--- src/rtl/ysyx_23060062_exu_pkg.sv ---
// rtl/ysyx_23060062_exu_pkg.sv - shared constants and types for the execute-stage controller
//
// Contents:
//   OPC_*         5-bit major opcodes (inst[6:2])
//   TYPE_*        alu_type encodings for the instruction formats R..J
//   state_t       controller state enum
//   FUNCT7_MULDIV funct7 marking the RV32M group
//   ADD_*         ALU drive used for the shift-add multiply loop
//   writes_rd()   opcodes that retire a register write

package ysyx_23060062_exu_pkg;

  localparam logic [4:0] OPC_LOAD   = 5'b00000;
  localparam logic [4:0] OPC_OP_IMM = 5'b00100;
  localparam logic [4:0] OPC_AUIPC  = 5'b00101;
  localparam logic [4:0] OPC_STORE  = 5'b01000;
  localparam logic [4:0] OPC_OP     = 5'b01100;
  localparam logic [4:0] OPC_LUI    = 5'b01101;
  localparam logic [4:0] OPC_BRANCH = 5'b11000;
  localparam logic [4:0] OPC_JALR   = 5'b11001;
  localparam logic [4:0] OPC_JAL    = 5'b11011;

  localparam logic [2:0] TYPE_R = 3'd0;
  localparam logic [2:0] TYPE_I = 3'd1;
  localparam logic [2:0] TYPE_S = 3'd2;
  localparam logic [2:0] TYPE_B = 3'd3;
  localparam logic [2:0] TYPE_U = 3'd4;
  localparam logic [2:0] TYPE_J = 3'd5;

  localparam logic [6:0] FUNCT7_MULDIV = 7'b0000001;

  localparam logic [31:0] ADD_EN        = 32'h0000_1000;
  localparam logic [7:0]  ADD_FUNCT3_EN = 8'h01;
  localparam logic [6:0]  ADD_FUNCT7    = 7'h00;

  typedef enum logic [1:0] {
    ST_IDLE = 2'd0,
    ST_ALU  = 2'd1,
    ST_MUL  = 2'd2,
    ST_DONE = 2'd3
  } state_t;

  function automatic logic writes_rd(input logic [4:0] opc);
    return (opc == OPC_OP) || (opc == OPC_OP_IMM) ||
           (opc == OPC_LUI) || (opc == OPC_AUIPC);
  endfunction

endpackage

--- src/rtl/ysyx_23060062_exu_decode.sv ---
// rtl/ysyx_23060062_exu_decode.sv - combinational instruction decode for the execute controller
//
// Ports:
//   inst       in  32  raw instruction word
//   en         out 32  one-hot opcode enable (bit inst[6:2]), 0 when illegal
//   inst_type  out 3   format encoding TYPE_R..TYPE_J
//   funct3_en  out 8   one-hot funct3 for R/I/S/B formats, else 0
//   funct7     out 7   funct7 for OP and OP-IMM shifts, else 0
//   is_mul     out 1   legal RV32M MUL
//   illegal    out 1   compressed, unknown opcode, or unsupported M op

module ysyx_23060062_exu_decode
  import ysyx_23060062_exu_pkg::*;
(
  input  logic [31:0] inst,
  output logic [31:0] en,
  output logic [2:0]  inst_type,
  output logic [7:0]  funct3_en,
  output logic [6:0]  funct7,
  output logic        is_mul,
  output logic        illegal
);

  logic [4:0] opc;
  logic [2:0] f3;
  logic       known;
  logic       is_muldiv;

  // rd and rs fields are carried separately by the pipeline
  logic unused_inst_bits;
  assign unused_inst_bits = ^{inst[24:15], inst[11:7]};

  assign opc = inst[6:2];
  assign f3  = inst[14:12];

  always_comb begin
    known     = 1'b1;
    inst_type = TYPE_R;
    case (opc)
      OPC_OP:                          inst_type = TYPE_R;
      OPC_OP_IMM, OPC_LOAD, OPC_JALR:  inst_type = TYPE_I;
      OPC_STORE:                       inst_type = TYPE_S;
      OPC_BRANCH:                      inst_type = TYPE_B;
      OPC_LUI, OPC_AUIPC:              inst_type = TYPE_U;
      OPC_JAL:                         inst_type = TYPE_J;
      default:                         known     = 1'b0;
    endcase

    is_muldiv = (opc == OPC_OP) && (inst[31:25] == FUNCT7_MULDIV);
    illegal   = (inst[1:0] != 2'b11) || !known || (is_muldiv && (f3 != 3'b000));
    is_mul    = !illegal && is_muldiv;

    en        = illegal ? 32'd0 : (32'd1 << opc);
    funct3_en = (!illegal && (inst_type <= TYPE_B)) ? (8'd1 << f3) : 8'd0;
    // Immediate shifts reuse funct7 to distinguish SRLI/SRAI
    funct7    = (!illegal && ((opc == OPC_OP) ||
                 ((opc == OPC_OP_IMM) && ((f3 == 3'b001) || (f3 == 3'b101)))))
                ? inst[31:25] : 7'd0;
  end

endmodule

--- src/rtl/ysyx_23060062_exu_ctrl.sv ---
// rtl/ysyx_23060062_exu_ctrl.sv - execute-stage controller driving the shared RV32 ALU
//
// Ports:
//   clk, rst_n                       clock, asynchronous active-low reset
//   in_valid/in_ready                decode handshake
//   in_inst, in_src1, in_src2        instruction and resolved operands
//   in_rd_addr                       destination register
//   alu_en/type/funct3_en/funct7     ALU control (all zero when idle)
//   alu_src1, alu_src2, alu_rd       ALU operands and combinational result
//   out_valid/out_ready              writeback handshake
//   out_data, out_rd_addr            result and destination
//   out_wen, out_illegal             register write required / instruction rejected

module ysyx_23060062_exu_ctrl
  import ysyx_23060062_exu_pkg::*;
(
  input  logic        clk,
  input  logic        rst_n,
  input  logic        in_valid,
  output logic        in_ready,
  input  logic [31:0] in_inst,
  input  logic [31:0] in_src1,
  input  logic [31:0] in_src2,
  input  logic [4:0]  in_rd_addr,
  output logic [31:0] alu_en,
  output logic [2:0]  alu_type,
  output logic [7:0]  alu_funct3_en,
  output logic [6:0]  alu_funct7,
  output logic [31:0] alu_src1,
  output logic [31:0] alu_src2,
  input  logic [31:0] alu_rd,
  output logic        out_valid,
  input  logic        out_ready,
  output logic [31:0] out_data,
  output logic [4:0]  out_rd_addr,
  output logic        out_wen,
  output logic        out_illegal
);

  state_t      state_q, state_nxt;
  logic [31:0] inst_q, src1_q, src2_q;
  logic [31:0] acc, mcand, mplier;
  logic [4:0]  cnt;
  logic        accept;
  logic        rd_write;

  logic [31:0] dec_inst;
  logic [31:0] dec_en;
  logic [2:0]  dec_type;
  logic [7:0]  dec_funct3_en;
  logic [6:0]  dec_funct7;
  logic        dec_is_mul;
  logic        dec_illegal;

  // One decoder serves both uses: the incoming word while accepting,
  // the latched word while the ALU state drives its fields.
  assign dec_inst = (state_q == ST_ALU) ? inst_q : in_inst;

  ysyx_23060062_exu_decode u_decode (
    .inst      (dec_inst),
    .en        (dec_en),
    .inst_type (dec_type),
    .funct3_en (dec_funct3_en),
    .funct7    (dec_funct7),
    .is_mul    (dec_is_mul),
    .illegal   (dec_illegal)
  );

  assign out_valid = (state_q == ST_DONE);
  // Only legal instructions reach ALU/MUL, so legality is implied here
  assign rd_write  = writes_rd(inst_q[6:2]) && (out_rd_addr != 5'd0);

  always_comb begin
    in_ready      = 1'b0;
    state_nxt     = state_q;
    alu_en        = 32'd0;
    alu_type      = 3'd0;
    alu_funct3_en = 8'd0;
    alu_funct7    = 7'd0;
    alu_src1      = 32'd0;
    alu_src2      = 32'd0;
    case (state_q)
      ST_IDLE, ST_DONE: begin
        in_ready = (state_q == ST_IDLE) || out_ready;
        if ((state_q == ST_DONE) && out_ready) state_nxt = ST_IDLE;
        if (in_valid && in_ready) begin
          if (dec_illegal)     state_nxt = ST_DONE;
          else if (dec_is_mul) state_nxt = ST_MUL;
          else                 state_nxt = ST_ALU;
        end
      end
      ST_ALU: begin
        alu_en        = dec_en;
        alu_type      = dec_type;
        alu_funct3_en = dec_funct3_en;
        alu_funct7    = dec_funct7;
        alu_src1      = src1_q;
        alu_src2      = src2_q;
        state_nxt     = ST_DONE;
      end
      ST_MUL: begin
        // Shift-add: one partial product accumulated per cycle on the adder
        alu_en        = ADD_EN;
        alu_type      = TYPE_R;
        alu_funct3_en = ADD_FUNCT3_EN;
        alu_funct7    = ADD_FUNCT7;
        alu_src1      = acc;
        alu_src2      = mplier[0] ? mcand : 32'd0;
        if (cnt == 5'd31) state_nxt = ST_DONE;
      end
      default: state_nxt = ST_IDLE;
    endcase
  end

  assign accept = in_valid && in_ready;

  always_ff @(posedge clk or negedge rst_n) begin
    if (!rst_n) begin
      state_q     <= ST_IDLE;
      inst_q      <= 32'd0;
      src1_q      <= 32'd0;
      src2_q      <= 32'd0;
      acc         <= 32'd0;
      mcand       <= 32'd0;
      mplier      <= 32'd0;
      cnt         <= 5'd0;
      out_data    <= 32'd0;
      out_rd_addr <= 5'd0;
      out_wen     <= 1'b0;
      out_illegal <= 1'b0;
    end else begin
      state_q <= state_nxt;
      if (accept) begin
        inst_q      <= in_inst;
        src1_q      <= in_src1;
        src2_q      <= in_src2;
        out_rd_addr <= in_rd_addr;
        acc         <= 32'd0;
        mcand       <= in_src1;
        mplier      <= in_src2;
        cnt         <= 5'd0;
        if (dec_illegal) begin
          out_data    <= 32'd0;
          out_wen     <= 1'b0;
          out_illegal <= 1'b1;
        end
      end
      case (state_q)
        ST_ALU: begin
          out_data    <= alu_rd;
          out_wen     <= rd_write;
          out_illegal <= 1'b0;
        end
        ST_MUL: begin
          acc    <= alu_rd;
          mcand  <= mcand << 1;
          mplier <= mplier >> 1;
          cnt    <= cnt + 5'd1;
          if (cnt == 5'd31) begin
            out_data    <= alu_rd;
            out_wen     <= rd_write;
            out_illegal <= 1'b0;
          end
        end
        default: ;
      endcase
    end
  end

endmodule

--- config.mk ---
export PLATFORM = sky130hd
export DESIGN_NAME = ysyx_23060062_exu_ctrl
export DESIGN_NICKNAME = d
export VERILOG_FILES = /design/src/rtl/ysyx_23060062_exu_pkg.sv /design/src/rtl/ysyx_23060062_exu_decode.sv /design/src/rtl/ysyx_23060062_exu_ctrl.sv
export SDC_FILE = /design/constraint.sdc
export NUM_CORES = 1
export LEC_CHECK = 0
export BUFFER_PORTS_ARGS = -buffer_cell sky130_fd_sc_hd__buf_2
export CAP_MARGIN = 20
export CORE_AREA = 2 2 149 151
export DETAILED_ROUTE_END_ITERATION = 10
export DIE_AREA = 0 0 151 153
export PLACE_DENSITY_LB_ADDON = 0.25
export SYNTH_ARGS = -nofsm -noshare
export SYNTH_HDL_FRONTEND = slang
export SYNTH_SLANG_ARGS = --single-unit
--- constraint.sdc ---
create_clock -name clk -period 4.1 [get_ports clk]
set_clock_uncertainty 0.2 [all_clocks]
set_input_delay 0.82 -clock clk [delete_from_list [all_inputs] [get_ports clk]]
set_output_delay 0.82 -clock clk [all_outputs]
set_load 0.05 [all_outputs]
==> metrics.yaml <==
status: "completed"
slew_headroom: 0.353
clk-insertion-delay-late_ps: 530
critPathMaxStageDelay_ps: 420
dpl.hpwl_um: 19400
cts_htree_levels: 1
crit_slowest_cell: "dfrtp_1"
overflow: 0
crit_cells: 10
cts_hold_buffers: 0
drt_iter0_markers: 520
peakVddDrop_v: 0.000539
cts-root-buf: "clkbuf_16"
gp_congestion: 0.824
swShare: 0.462
synth_top_family_by_area: "compound AO/OA/AOI/OAI gates"
drive_gt1_frac: 0.240
ys_warn_count: 0
crit_buf_inv: 4
async_reset_ff_frac: 1.00
initial_core_util: 0.493
synth_xor_area_frac: 0.00165
ant_nets: 0
finalCriticalPeriod_ps: 3990
grt_antenna_before_repair: 1
cp_cell_sequence: "inv_1 -> ha_4 -> buf_12 -> mux2_4 -> o211a_1 -> a22oi_2 -> a2111oi_4 -> buf_4 -> and2_1 -> clkbuf_4"
clkTransAtPathRegs_ps: 60
critPathTopFamily: "compound AO/OA/AOI/OAI gates"
fin_tns_setup_ps: 0
firstDrtPassIters: 4
muxShareOfSynthArea: 0.0125
drc: 0
drv_slew: 0
die_h_um: 153
grt_max_degree: 118
synth_compound_area_frac: 0.203
ys_seq_area_frac: 0.527
setup_violations: 0
grt_pass1_wl_um: 46000
cp_max_fo: 12
via_count: 9162
cts_made_buffers: 26
cellLeakagePower_nw: 6.71
grt_pass1_vias: 8847
fin_nets: 1546
maxCapViolCount: 0
synth-adder-area-share: 0.00709
ys.flop_type: "dfrtp_1"
wl_per_cell_um: 17.0
core_mm2: 0.0215
cts_tree: "done"
wl_um: 28900
fp.dieW_um: 151
cp.arrival_ps: 2970
vias_per_cell: 5.38
p_seq_frac: 0.337
utilization: 0.608
clock-sinks: 223
portBuffers: 253
criticalPathCategory: "register to output pin"
pin_count: 292
pwr-share-comb: 0.463
worst_ep_required_time_ps: 3080
finalHoldViolCount: 0
min_path_type: "input pin to asynchronous set/reset pin"
area_delta_synth_final_pct: 23.3
synth-simple-area-share: 0.196
p_sw_w: 0.00528
post-route-period-util: 0.974
worstMarginPinSlew_ps: 970
ys_ff_latch: 223
grt_util_all_layers: 0.247
p_clk_frac: 0.200
fmax_ghz: 0.250
core.rowCount: 54
dieArea_mm2: 0.0231
power_density_mw_per_mm2: 876
start_kind: "register"
r2r_cells: 9
synth_area_mm2: 0.0106
internal_power_w: 0.00616
clk_path_buf_depth: 3
netlist_instances: 1183
syn_avg_cell_area_um2: 8.95
synth_edf_count: 0
synth_cell_type_count: 54
end_kind: "output pin"
==> power groups by stage <==
stage	Clock, W	Combinational, W	Sequential [W]
global route	0.00242	0.00581	0.00398
detailed placement	0	0.00523	0.00389
floorplan	0	0.00337	0.00431
CTS	0.00233	0.00525	0.00386
finish	0.00229	0.00529	0.00386
global placement	0	0.00512	0.00385
==> repair_timing <==
item,in CTS,in global routing
setup endpoints to repair,19,23
cloned,0,1
buffers inserted,1,2
gates resized for setup,12,10
pin swaps,0,1
==> area by class of cell <==
type	instances	area (um2)
repair buffers	279	1630
fillers	1917	8420
flip-flops and latches	223	5580
multi-input cells	867	4620
inverters	6	22.5
clock buffers	41	797
clock inverters	5	65.1
well taps	280	350
diodes	1	2.50
==> cell usage after synthesis (all sizes together), types with 2 or more instances <==
cell / number / share of area
nor2b: 2 / 0.0012
buf: 37 / 0.025
a21boi: 61 / 0.043
nand3b: 2 / 0.0014
nand2b: 2 / 0.0012
nor4: 14 / 0.010
nor3: 5 / 0.0028
and2: 10 / 0.0059
nor4b: 3 / 0.0025
a21oi: 4 / 0.0022
and3: 2 / 0.0012
nor2: 12 / 0.0043
mux2i: 8 / 0.0079
a22o: 64 / 0.053
nand3: 7 / 0.0033
o21ai: 138 / 0.065
dfrtp: 223 / 0.53
or3: 2 / 0.0012
a2bb2oi: 34 / 0.028
clkbuf: 72 / 0.026
ha: 6 / 0.0071
nand2: 443 / 0.16
inv: 6 / 0.0021
mux2: 4 / 0.0046
a211oi: 2 / 0.0014
or4: 2 / 0.0014
==> worst register-to-register path: stages (launching register included) <==
cell,delay (ps)
dfrtp_1,420
inv_1,130
ha_4,180
buf_12,150
mux2_4,340
o211a_1,250
a22oi_2,380
a21o_4,250
buf_4,350
o21ai_0,170
==> cell usage in the layout, fill, tap and decap left out, drive strengths merged, types with 5 or more instances in the layout <==
master   netlist  routed
nand2        443     443
nor4          14      14
a2bb2oi       34      34
inv            6       6
and2          10      10
nor3           5       5
buf           37     275
dfrtp        223     223
nor2          12      12
a22o          64      64
a21boi        61      61
nand3          7       7
mux2i          8       8
ha             6       6
o21ai        138     138
conb           1      23
clkbuf        72      45
==> sequential cells by signal, indices dropped and copies added, names as in the netlist <==
register and cells:
acc 32, cnt 5, inst_q 17, mcand 32
mplier 32, out_data 32, out_illegal 1, out_rd_addr 5
out_wen 1, src1_q 32, src2_q 32, state_q 2
==> stage by stage <==
step	setup slack (ps)	power (W)	instances	cell area, um2	hold slack [ps]
after floorplan	-325	0.00768	1205	10700	246
after global placement	423	0.00898	1651	12100	256
after detailed placement	353	0.00911	1651	12100	262
after CTS	0.662	0.0114	1698	13000	152
after global routing	-2.26	0.0122	1701	13100	169
final	106	0.0114	1702	13100	131
==> cell families (layout without fill, tap and decap cells) <==
kind of cell,count (synthesis),in the layout
xor+xnor,2,2
compound gates,314,314
fa+ha+maj,6,6
buf+inv,115,331
mux,12,12
flops,223,223
simple gates,510,510
other cells,1,24
==> worst paths after layout <==
path,slack [ps],start,to
setup / recovery,110,state_q[1],alu_funct7[6]
hold / removal,130,rst_n,out_data[10]
setup reg to reg,1150,state_q[1],out_data[3]
hold reg to reg,270,mplier[21],mplier[20]
max in group asynchronous,2550,rst_n,src1_q[12]
min in group clk,270,mplier[21],mplier[20]
==> per-layer routing <==
metal,GRT usage,up-vias,routed length [um]
met1,0.332,4396,12200
met2,0.412,305,14100
met5,0,-,0
li1,-,4416,-
met3,0.0478,45,1930
met4,0.0619,0,679
(Power assumes the default switching activity.)
